**src/rtl/if_id_hazard_controller_pkg.sv**
```systemverilog
// Shared definitions for the IF/ID hazard controller and its helpers.
// Holds the controller state encoding, the NOP encoding and the default datapath width.
package if_id_hazard_controller_pkg;

    localparam int unsigned DEFAULT_XLEN = 32;
    localparam logic [31:0] NOP_ENCODING = 32'h0000_0013;
    localparam int unsigned FLUSH_W      = 3;

    typedef enum logic [1:0] {
        RUN        = 2'd0,
        LOAD_STALL = 2'd1,
        FLUSH      = 2'd2,
        MEM_WAIT   = 2'd3
    } hazardState_e;

endpackage

```
**src/rtl/sat_counter.sv**
```systemverilog
// Saturating up-counter with a synchronous clear.
// It holds its value whenever it is not enabled.
module sat_counter #(
    parameter int unsigned WIDTH = 16
) (
    input  logic             clk,
    input  logic             rst_n,
    input  logic             clr,
    input  logic             en,
    output logic [WIDTH-1:0] count
);

    always_ff @(posedge clk or negedge rst_n) begin
        if (!rst_n) begin
            count <= '0;
        end else if (clr) begin
            count <= '0;
        end else if (en && (count != '1)) begin
            count <= count + WIDTH'(1);
        end
    end

endmodule

```
**src/rtl/if_id_hazard_controller.sv**
```systemverilog
// Front-end hazard controller: owns IF/ID and enacts stall, flush and memory-hold decisions.
// It also keeps saturating stall/flush statistics and a sticky load-use watchdog flag.
module if_id_hazard_controller
    import if_id_hazard_controller_pkg::*;
#(
    parameter int unsigned XLEN         = DEFAULT_XLEN,
    parameter int unsigned FLUSH_CYCLES = 1,
    parameter int unsigned MAX_STALL    = 8,
    parameter int unsigned CNT_W        = 16,
    parameter logic [XLEN-1:0] NOP_INSTR = XLEN'(NOP_ENCODING)
) (
    input  logic             clk,
    input  logic             rst_n,
    input  logic             stall,
    input  logic             BranchTaken,
    input  logic             MemBusy,
    input  logic [XLEN-1:0]  IF_Pc,
    input  logic [XLEN-1:0]  IF_Instr,
    output logic             PCWrite,
    output logic             PipeFreeze,
    output logic             ID_EXBubble,
    output logic [XLEN-1:0]  IF_IDPc,
    output logic [XLEN-1:0]  IF_IDInstr,
    output logic             IF_IDValid,
    output logic [CNT_W-1:0] stall_count,
    output logic [CNT_W-1:0] flush_count,
    output logic             stall_error
);

    localparam logic [FLUSH_W-1:0] FlushReload = FLUSH_W'(FLUSH_CYCLES - 1);
    localparam logic [CNT_W-1:0]   StallLimit  = CNT_W'(MAX_STALL - 1);

    hazardState_e state, stateNext, savedState, savedNext, evalState;
    logic [FLUSH_W-1:0] flushLeft, flushLeftNext;
    logic loadIfId, flushSlot, stallInc, runClr;
    logic [CNT_W-1:0] runCount;

    always_comb begin
        PCWrite       = 1'b0;
        PipeFreeze    = 1'b0;
        ID_EXBubble   = 1'b0;
        stateNext     = state;
        savedNext     = savedState;
        flushLeftNext = flushLeft;
        loadIfId      = 1'b0;
        flushSlot     = 1'b0;
        stallInc      = 1'b0;
        // After a memory hold, the interrupted state decides this cycle
        evalState     = (state == MEM_WAIT) ? savedState : state;

        if (MemBusy) begin
            PipeFreeze = 1'b1;
            stateNext  = MEM_WAIT;
            if (state != MEM_WAIT) begin
                savedNext = state;
            end
        end else if (BranchTaken) begin
            flushSlot     = 1'b1;
            flushLeftNext = FlushReload;
            stateNext     = (FLUSH_CYCLES > 1) ? FLUSH : RUN;
        end else begin
            case (evalState)
                FLUSH: begin
                    flushSlot     = 1'b1;
                    flushLeftNext = (flushLeft == '0) ? '0 : flushLeft - FLUSH_W'(1);
                    stateNext     = (flushLeft <= FLUSH_W'(1)) ? RUN : FLUSH;
                end
                default: begin
                    if (stall) begin
                        stallInc  = 1'b1;
                        stateNext = LOAD_STALL;
                    end else begin
                        loadIfId  = 1'b1;
                        stateNext = RUN;
                    end
                end
            endcase
        end

        if (flushSlot) begin
            PCWrite     = 1'b1;
            ID_EXBubble = 1'b1;
        end else if (stallInc) begin
            ID_EXBubble = 1'b1;
        end else if (loadIfId) begin
            PCWrite = 1'b1;
        end

        // The watchdog run only survives uninterrupted stalls and memory holds
        runClr = !MemBusy && !stallInc;
    end

    always_ff @(posedge clk or negedge rst_n) begin
        if (!rst_n) begin
            state       <= RUN;
            savedState  <= RUN;
            flushLeft   <= '0;
            IF_IDPc     <= '0;
            IF_IDInstr  <= NOP_INSTR;
            IF_IDValid  <= 1'b0;
            stall_error <= 1'b0;
        end else begin
            state      <= stateNext;
            savedState <= savedNext;
            flushLeft  <= flushLeftNext;
            if (loadIfId) begin
                IF_IDPc    <= IF_Pc;
                IF_IDInstr <= IF_Instr;
                IF_IDValid <= 1'b1;
            end else if (flushSlot) begin
                IF_IDInstr <= NOP_INSTR;
                IF_IDValid <= 1'b0;
            end
            if (stallInc && (runCount >= StallLimit)) begin
                stall_error <= 1'b1;
            end
        end
    end

    sat_counter #(
        .WIDTH (CNT_W)
    ) u_stallCounter (
        .clk   (clk),
        .rst_n (rst_n),
        .clr   (1'b0),
        .en    (stallInc),
        .count (stall_count)
    );

    sat_counter #(
        .WIDTH (CNT_W)
    ) u_flushCounter (
        .clk   (clk),
        .rst_n (rst_n),
        .clr   (1'b0),
        .en    (flushSlot),
        .count (flush_count)
    );

    sat_counter #(
        .WIDTH (CNT_W)
    ) u_runCounter (
        .clk   (clk),
        .rst_n (rst_n),
        .clr   (runClr),
        .en    (stallInc),
        .count (runCount)
    );

endmodule

```
**config.mk**
```make
export PLATFORM = sky130hd
export DESIGN_NAME = if_id_hazard_controller
export DESIGN_NICKNAME = d
export VERILOG_FILES = /design/src/rtl/if_id_hazard_controller_pkg.sv /design/src/rtl/sat_counter.sv /design/src/rtl/if_id_hazard_controller.sv
export SDC_FILE = /design/constraint.sdc
export NUM_CORES = 1
export LEC_CHECK = 0
export CAP_MARGIN = 20
export CORE_ASPECT_RATIO = 0.9
export CORE_UTILIZATION = 43
export CTS_BUF_LIST = sky130_fd_sc_hd__clkbuf_4 sky130_fd_sc_hd__clkbuf_8
export CTS_CLUSTER_DIAMETER = 60
export DETAILED_ROUTE_END_ITERATION = 6
export GPL_TIMING_DRIVEN = 0
export PLACE_DENSITY = 0.89
export SYNTH_ARGS = -nofsm -noshare
export SYNTH_HDL_FRONTEND = slang
export SYNTH_SLANG_ARGS = --single-unit
```
**constraint.sdc**
```tcl
create_clock -name clk -period 1.9 [get_ports clk]
set_clock_uncertainty 0.15 [all_clocks]
set_input_delay 0.19 -clock clk [delete_from_list [all_inputs] [get_ports clk]]
set_output_delay 0.19 -clock clk [all_outputs]
set_load 0.02 [all_outputs]
```
# Yosys cells after proc, flatten, opt, wreduce, memory -nomap -nowiden
# Index checks and enable logic that the tools add are counted.
[word_totals]
wordCells = 68
ff_bits = 121
in_bits = 69
out_inout_bits = 101
[classes]
eq_ne = 6
n_lt_le_gt_ge = 2
muxes = 32
n_bitwise = 1
addsub = 4
reduce_logical = 13
[op_table]
columns = ["operator", "count"]
rows = [
  ["32-bit two-way mux", 2],
  ["16-bit by 1-bit adder with 16-bit output (second input constant)", 3],
  ["16-bit inequality test (second input constant)", 3],
  ["16-bit two-way mux", 2],
  ["1-bit two-way mux", 20],
  ["16-bit by 3-bit >= comparator with 1-bit output (second input constant)", 1],
  ["2-bit two-way mux", 5],
  ["3-bit two-way mux", 3],
  ["2-bit nonzero test", 3],
  ["1-bit logical AND", 5],
  ["2-bit == test (second input constant)", 2],
  ["2-bit AND reduction", 2],
  ["3-bit by 1-bit <= comparator with 1-bit output (second input constant)", 1],
  ["3-bit zero test", 1],
  ["3-bit by 1-bit subtractor with 3-bit output (second input constant)", 1],
  ["1-bit zero test", 2],
  ["2-bit inequality test (second input constant)", 1],
  ["1-bit inverter", 1],
]

# Depth between registers and ports, before layout
[depth]
depth_word = 9
ltp_mapped = 8
mapped_depth_nobuf = 6

# By module
# Synthesis repeated with hierarchy kept, for this count alone.
[hier_totals]
hier_cells = 497
hier_area_um2 = 5819.3
[by_module_without_submodules]
columns = ["module", "area_each_um2", "cells_per_inst", "n_inst", "seq_area_each_um2"]
rows = [
  ["if_id_hazard_controller", 2992.9, 203, 1, 1830.5],
  ["sat_counter", 942.2, 98, 3, 400.4],
]

# Worst setup path before layout
# No wires, ideal clock.
[synth_path]
kind = "reg2reg"
from = "register u_stallCounter.count[0]"
to = "register u_stallCounter.count[14]"
path_stages_with_launch = 7
synth_period_minus_slack_ns = 2.193
setup_slack_ns = -0.293
required_ns = 1.625
n_path_buf = 0
t_arrival_ns = 1.918
setup_ns = 0.125
cell_sequence = "dfrtp_1 > ha_1 > and3_1 > nor4b_1 > nand3_1 > nor2_1 > mux2_2"
[synth_between]
elab_chain_cells = 2
elab_cells_between_ends = 3
cone_classes = "add/sub (1); eq/ne (1); reduce/logical (1)"
[synth_lines]
columns = ["item", "line", "source"]
rows = [
  ["from (decl)", "sat_counter.sv:10", "output logic [WIDTH-1:0] count"],
  ["from (signal assigned)", "sat_counter.sv:19", "count <= count + WIDTH'(1);"],
  ["parallel branches: the longest is 2 deep, another holds 16-bit by 1-bit adder with 16-bit output", "n/a", ""],
]
# Parallel ways; which one is timed is not known.
# A chain may end at the register's enable or synchronous reset.

# Worst setup path in the final report
[layout_path]
from = "register savedState[1]"
to = "register IF_IDPc[11]"
[layout_between]
elab_chain_cells = 5
[layout_lines]
columns = ["item", "line", "source"]
rows = [
  ["from (decl)", "if_id_hazard_controller.sv:33", "hazardState_e state, stateNext, savedState, savedNext, evalState;"],
  ["from (signal assigned)", "if_id_hazard_controller.sv:104", "savedState <= savedNext;"],
  ["2-bit two-way mux", "if_id_hazard_controller.sv:49", "evalState = (state == MEM_WAIT) ? savedState : state;"],
  ["2-bit == test", "if_id_hazard_controller.sv:62", "case (evalState)"],
  ["1-bit two-way mux", "if_id_hazard_controller.sv:62", ""],
  ["1-bit two-way mux", "if_id_hazard_controller.sv:57", "end else if (BranchTaken) begin"],
  ["1-bit two-way mux", "if_id_hazard_controller.sv:51", "if (MemBusy) begin"],
  ["to (signal assigned)", "if_id_hazard_controller.sv:107", "IF_IDPc <= IF_Pc;"],
  ["to (decl)", "if_id_hazard_controller.sv:22", "output logic [XLEN-1:0] IF_IDPc,"],
]
# Every way passes these cells.

==> qor.yml <==
yosys:
  synth_edf_count: 0
  netlist_instances: 501
  synth_flop_cell: "dfrtp_1"
  synthArstFlopShare_pct: 100
  yosysSeqAreaShare_pct: 57.6
  avgSynthCellArea_sq_um: 10.5
  yosysUniqueCellTypes: 50
  synth_top_area_share_pct: 56.1
  ys_top_cells_by_count: "123 x nand2_1, 118 x dfrtp_1, 30 x a22o_1, 30 x xnor2_1, 27 x nor2_1"
  synth_nets: 575
  synth.largest_area_cell: "dfrtp_1"
  synth_area_sq_um: 5260
  synth_area_leaders: "dfrtp_1 56%, nand2_1 8.8%, a22o_1 5.0%, xnor2_1 5.0%, nand3_1 2.0%"
  yosysMostFrequentCell: "nand2_1"
  ys_ff_latch: 121
  yosysWarnings: 0
sta:
  max_clock_freq_mhz: 495
  setup_viol: 81
  min_period_ns: 2.02
  worstMarginPinSlew_ns: 0.441
  fin_crit_sh_pct: 106
  final.setup.tns_ns: -5.35
  final_max_slew_viol_count: 0
  holdWs_ns: 0.0836
  hold_violations: 0
  setup_ws_ns: -0.119
  rsz0062_at_grt: "yes"
  slew_headroom_pct: 70.6
min_path:
  min_path_type: "input pin to flip-flop"
  hold_path_depth: 2
  hp-start: "BranchTaken"
  holdPathEnd: "flushLeft[1]"
global_route:
  track_usage_pct: 25.6
  antenna_found_initial: 0
  grt_pass1_wl_microns: 25200
  grt_max_degree: 80
  first_global_vias: 5163
  grt-ovfl-total: 0
critical_path:
  reg2reg_depth: 7
  path_class: "flip-flop to flip-flop"
  crit_required_ns: 2.06
  r2r_end: "IF_IDPc[11]"
  timing.rr.start: "savedState[1]"
  start_kind: "flip-flop"
  crit_fanout: 9
  cp.arrival_ns: 2.18
  r2r_slack_ns: -0.12
  cp-end-kind: "flip-flop"
clock_tree:
  clk_path_buf_depth: 2
  numCtsBuffers: 17
  htree_levels: 4
  insertion_delay_ns: 0.44
  clock_sink_count: 121
  cts_tree: "done"
  cts_root_buf: "clkbuf_8"
  path_clk_slew_ns: 0.07
cells_and_area:
  layout.area.seq_sq_um: 3040
  nets: 817
  instances_no_fill: 911
  fill_cells: 721
  multi_input_area_sq_um: 2490
  syn2layout_area_growth_pct: 65.3
  antenna_cells: 0
  layout-drive-gt1-share_pct: 27.8
placement:
  portBuffers: 169
  dp.cells: 827
  place_congestion: 0.874
  post-dp-hpwl_microns: 10100
  preCtsSetupSlack_ns: -1.22
floorplanning:
  core-area_sq_um: 11700
  std_cell_rows: 37
  die_w_microns: 119
  ios: 170
  die_y_microns: 107
  dieArea_sq_um: 12700
  initial_core_util_pct: 45.1
drt:
  drt_pass1_iterations: 5
  ant_nets: 0
  wl_per_cell_microns: 18.4
  top_layer: "met4"
  via_per_inst: 5.37
  vias: 4888
  wl_microns: 16800
  wl_met2_microns: 8620
  drtIter0Drc: 322
  route.detailed.drc: 0
  route.met3.wl_microns: 1250
  m1WireLength_microns: 6590
outcome:
  violations: "setup timing"
  status: "finished with violations"
pwr:
  peakVddDrop_mv: 0.610
  cellPowerDensity_nw_per_um2: 915
  p_leak_nw: 4.08
run:
  cap_violations: 0
==> critical path, stage by stage (launching register included) <==
cell and delay (ns):
dfrtp_1 0.38, and2b_2 0.23, o21a_1 0.20, buf_6 0.15, or3_4 0.46, buf_8 0.18
nand2_1 0.06, nand2_1 0.07
==> cell families (layout without fill, tap and decap cells) <==
family	after synthesis	count (layout)	synth area share, %
simple gates	243	243	22.5
flops	121	121	57.6
compound gates	60	60	8.89
xor+xnor	32	32	5.32
buf+inv	32	286	2.85
mux	8	8	1.69
fa+ha+maj	5	5	1.19
==> metal layers <==
layer / GRT usage, % / vias up
met2: 44.2 / 222
met1: 29.0 / 2416
met5: 0 / -
li1: - / 2213
met4: 10.2 / 0
met3: 8.99 / 37
==> cells in the final DEF (no fill, tap or decap), drive strengths merged, types with 7 or more instances in the layout <==
cell,n
a22o,30
buf,72
clkbuf,28
clkdlybuf4s50,145
dfrtp,118
dlymetal6s2s,15
inv,11
mux2,7
nand2,123
nand2b,7
nand3,21
nand4,17
nor2,27
nor3,8
nor4,16
o21ai,8
xnor2,30
==> where the power goes <==
group	total (mW)	internal [mW]	switching (mW)	leakage [nW]
combinational	2.31	1.17	1.14	2.30
sequential	3.27	2.94	0.333	1.57
clock	2.38	1.36	1.03	0.208
==> state kept, by name, summed over array words and instances, names as in the netlist <==
name,flops
u_stallCounter.count,16
stall_error,1
state,2
IF_IDValid,1
u_flushCounter.count,16
flushLeft,3
savedState,2
u_runCounter.count,16
IF_IDPc,32
IF_IDInstr,32
==> repair_timing <==
item | CTS | global route
endpoints found under the setup margin | 110 | 125
hold buffers | 1 | 0
buffers inserted | 24 | 25
gates resized for setup | 112 | 78
endpoints found under the hold margin | 121 | 0
gates cloned | 3 | 3
pin swaps | 63 | 38
==> metrics by stage <==
step           power (mW)  utilization [%]  instance area, sq um
2_1_floorplan        4.12                -                  5290
3_3_place_gp         5.14             61.5                  7180
3_5_place_dp         5.22             61.8                  7200
4_1_cts              7.77             70.1                  8180
5_1_grt              8.31             74.6                  8700
6_report             7.96             74.6                  8700
==> final cells by class <==
cell class	instances	share of cell area, %
Sequential cell	121	34.9
Clock inverter	7	1.04
Inverter	12	0.561
Timing Repair Buffer	225	26.4
Tap cell	156	2.24
Buffer	18	2.52
Multi-Input combinational cell	348	28.7
Clock buffer	24	3.65
==> worst max-delay path by stage <==
stage / start / endpoint / slack, ns / cells after the start
3_5_place_dp: BranchTaken / PCWrite / -1.22 / 6
2_1_floorplan: u_stallCounter.count[1] / u_stallCounter.count[6] / -0.01 / 7
5_1_grt: savedState[1] / ID_EXBubble / -0.19 / 5
3_3_place_gp: rst_n / u_stallCounter.count[1] / -4.34 / 1
6_report: savedState[1] / IF_IDPc[11] / -0.12 / 7
4_1_cts: savedState[1] / ID_EXBubble / -0.12 / 5
(Power assumes the default switching activity.)
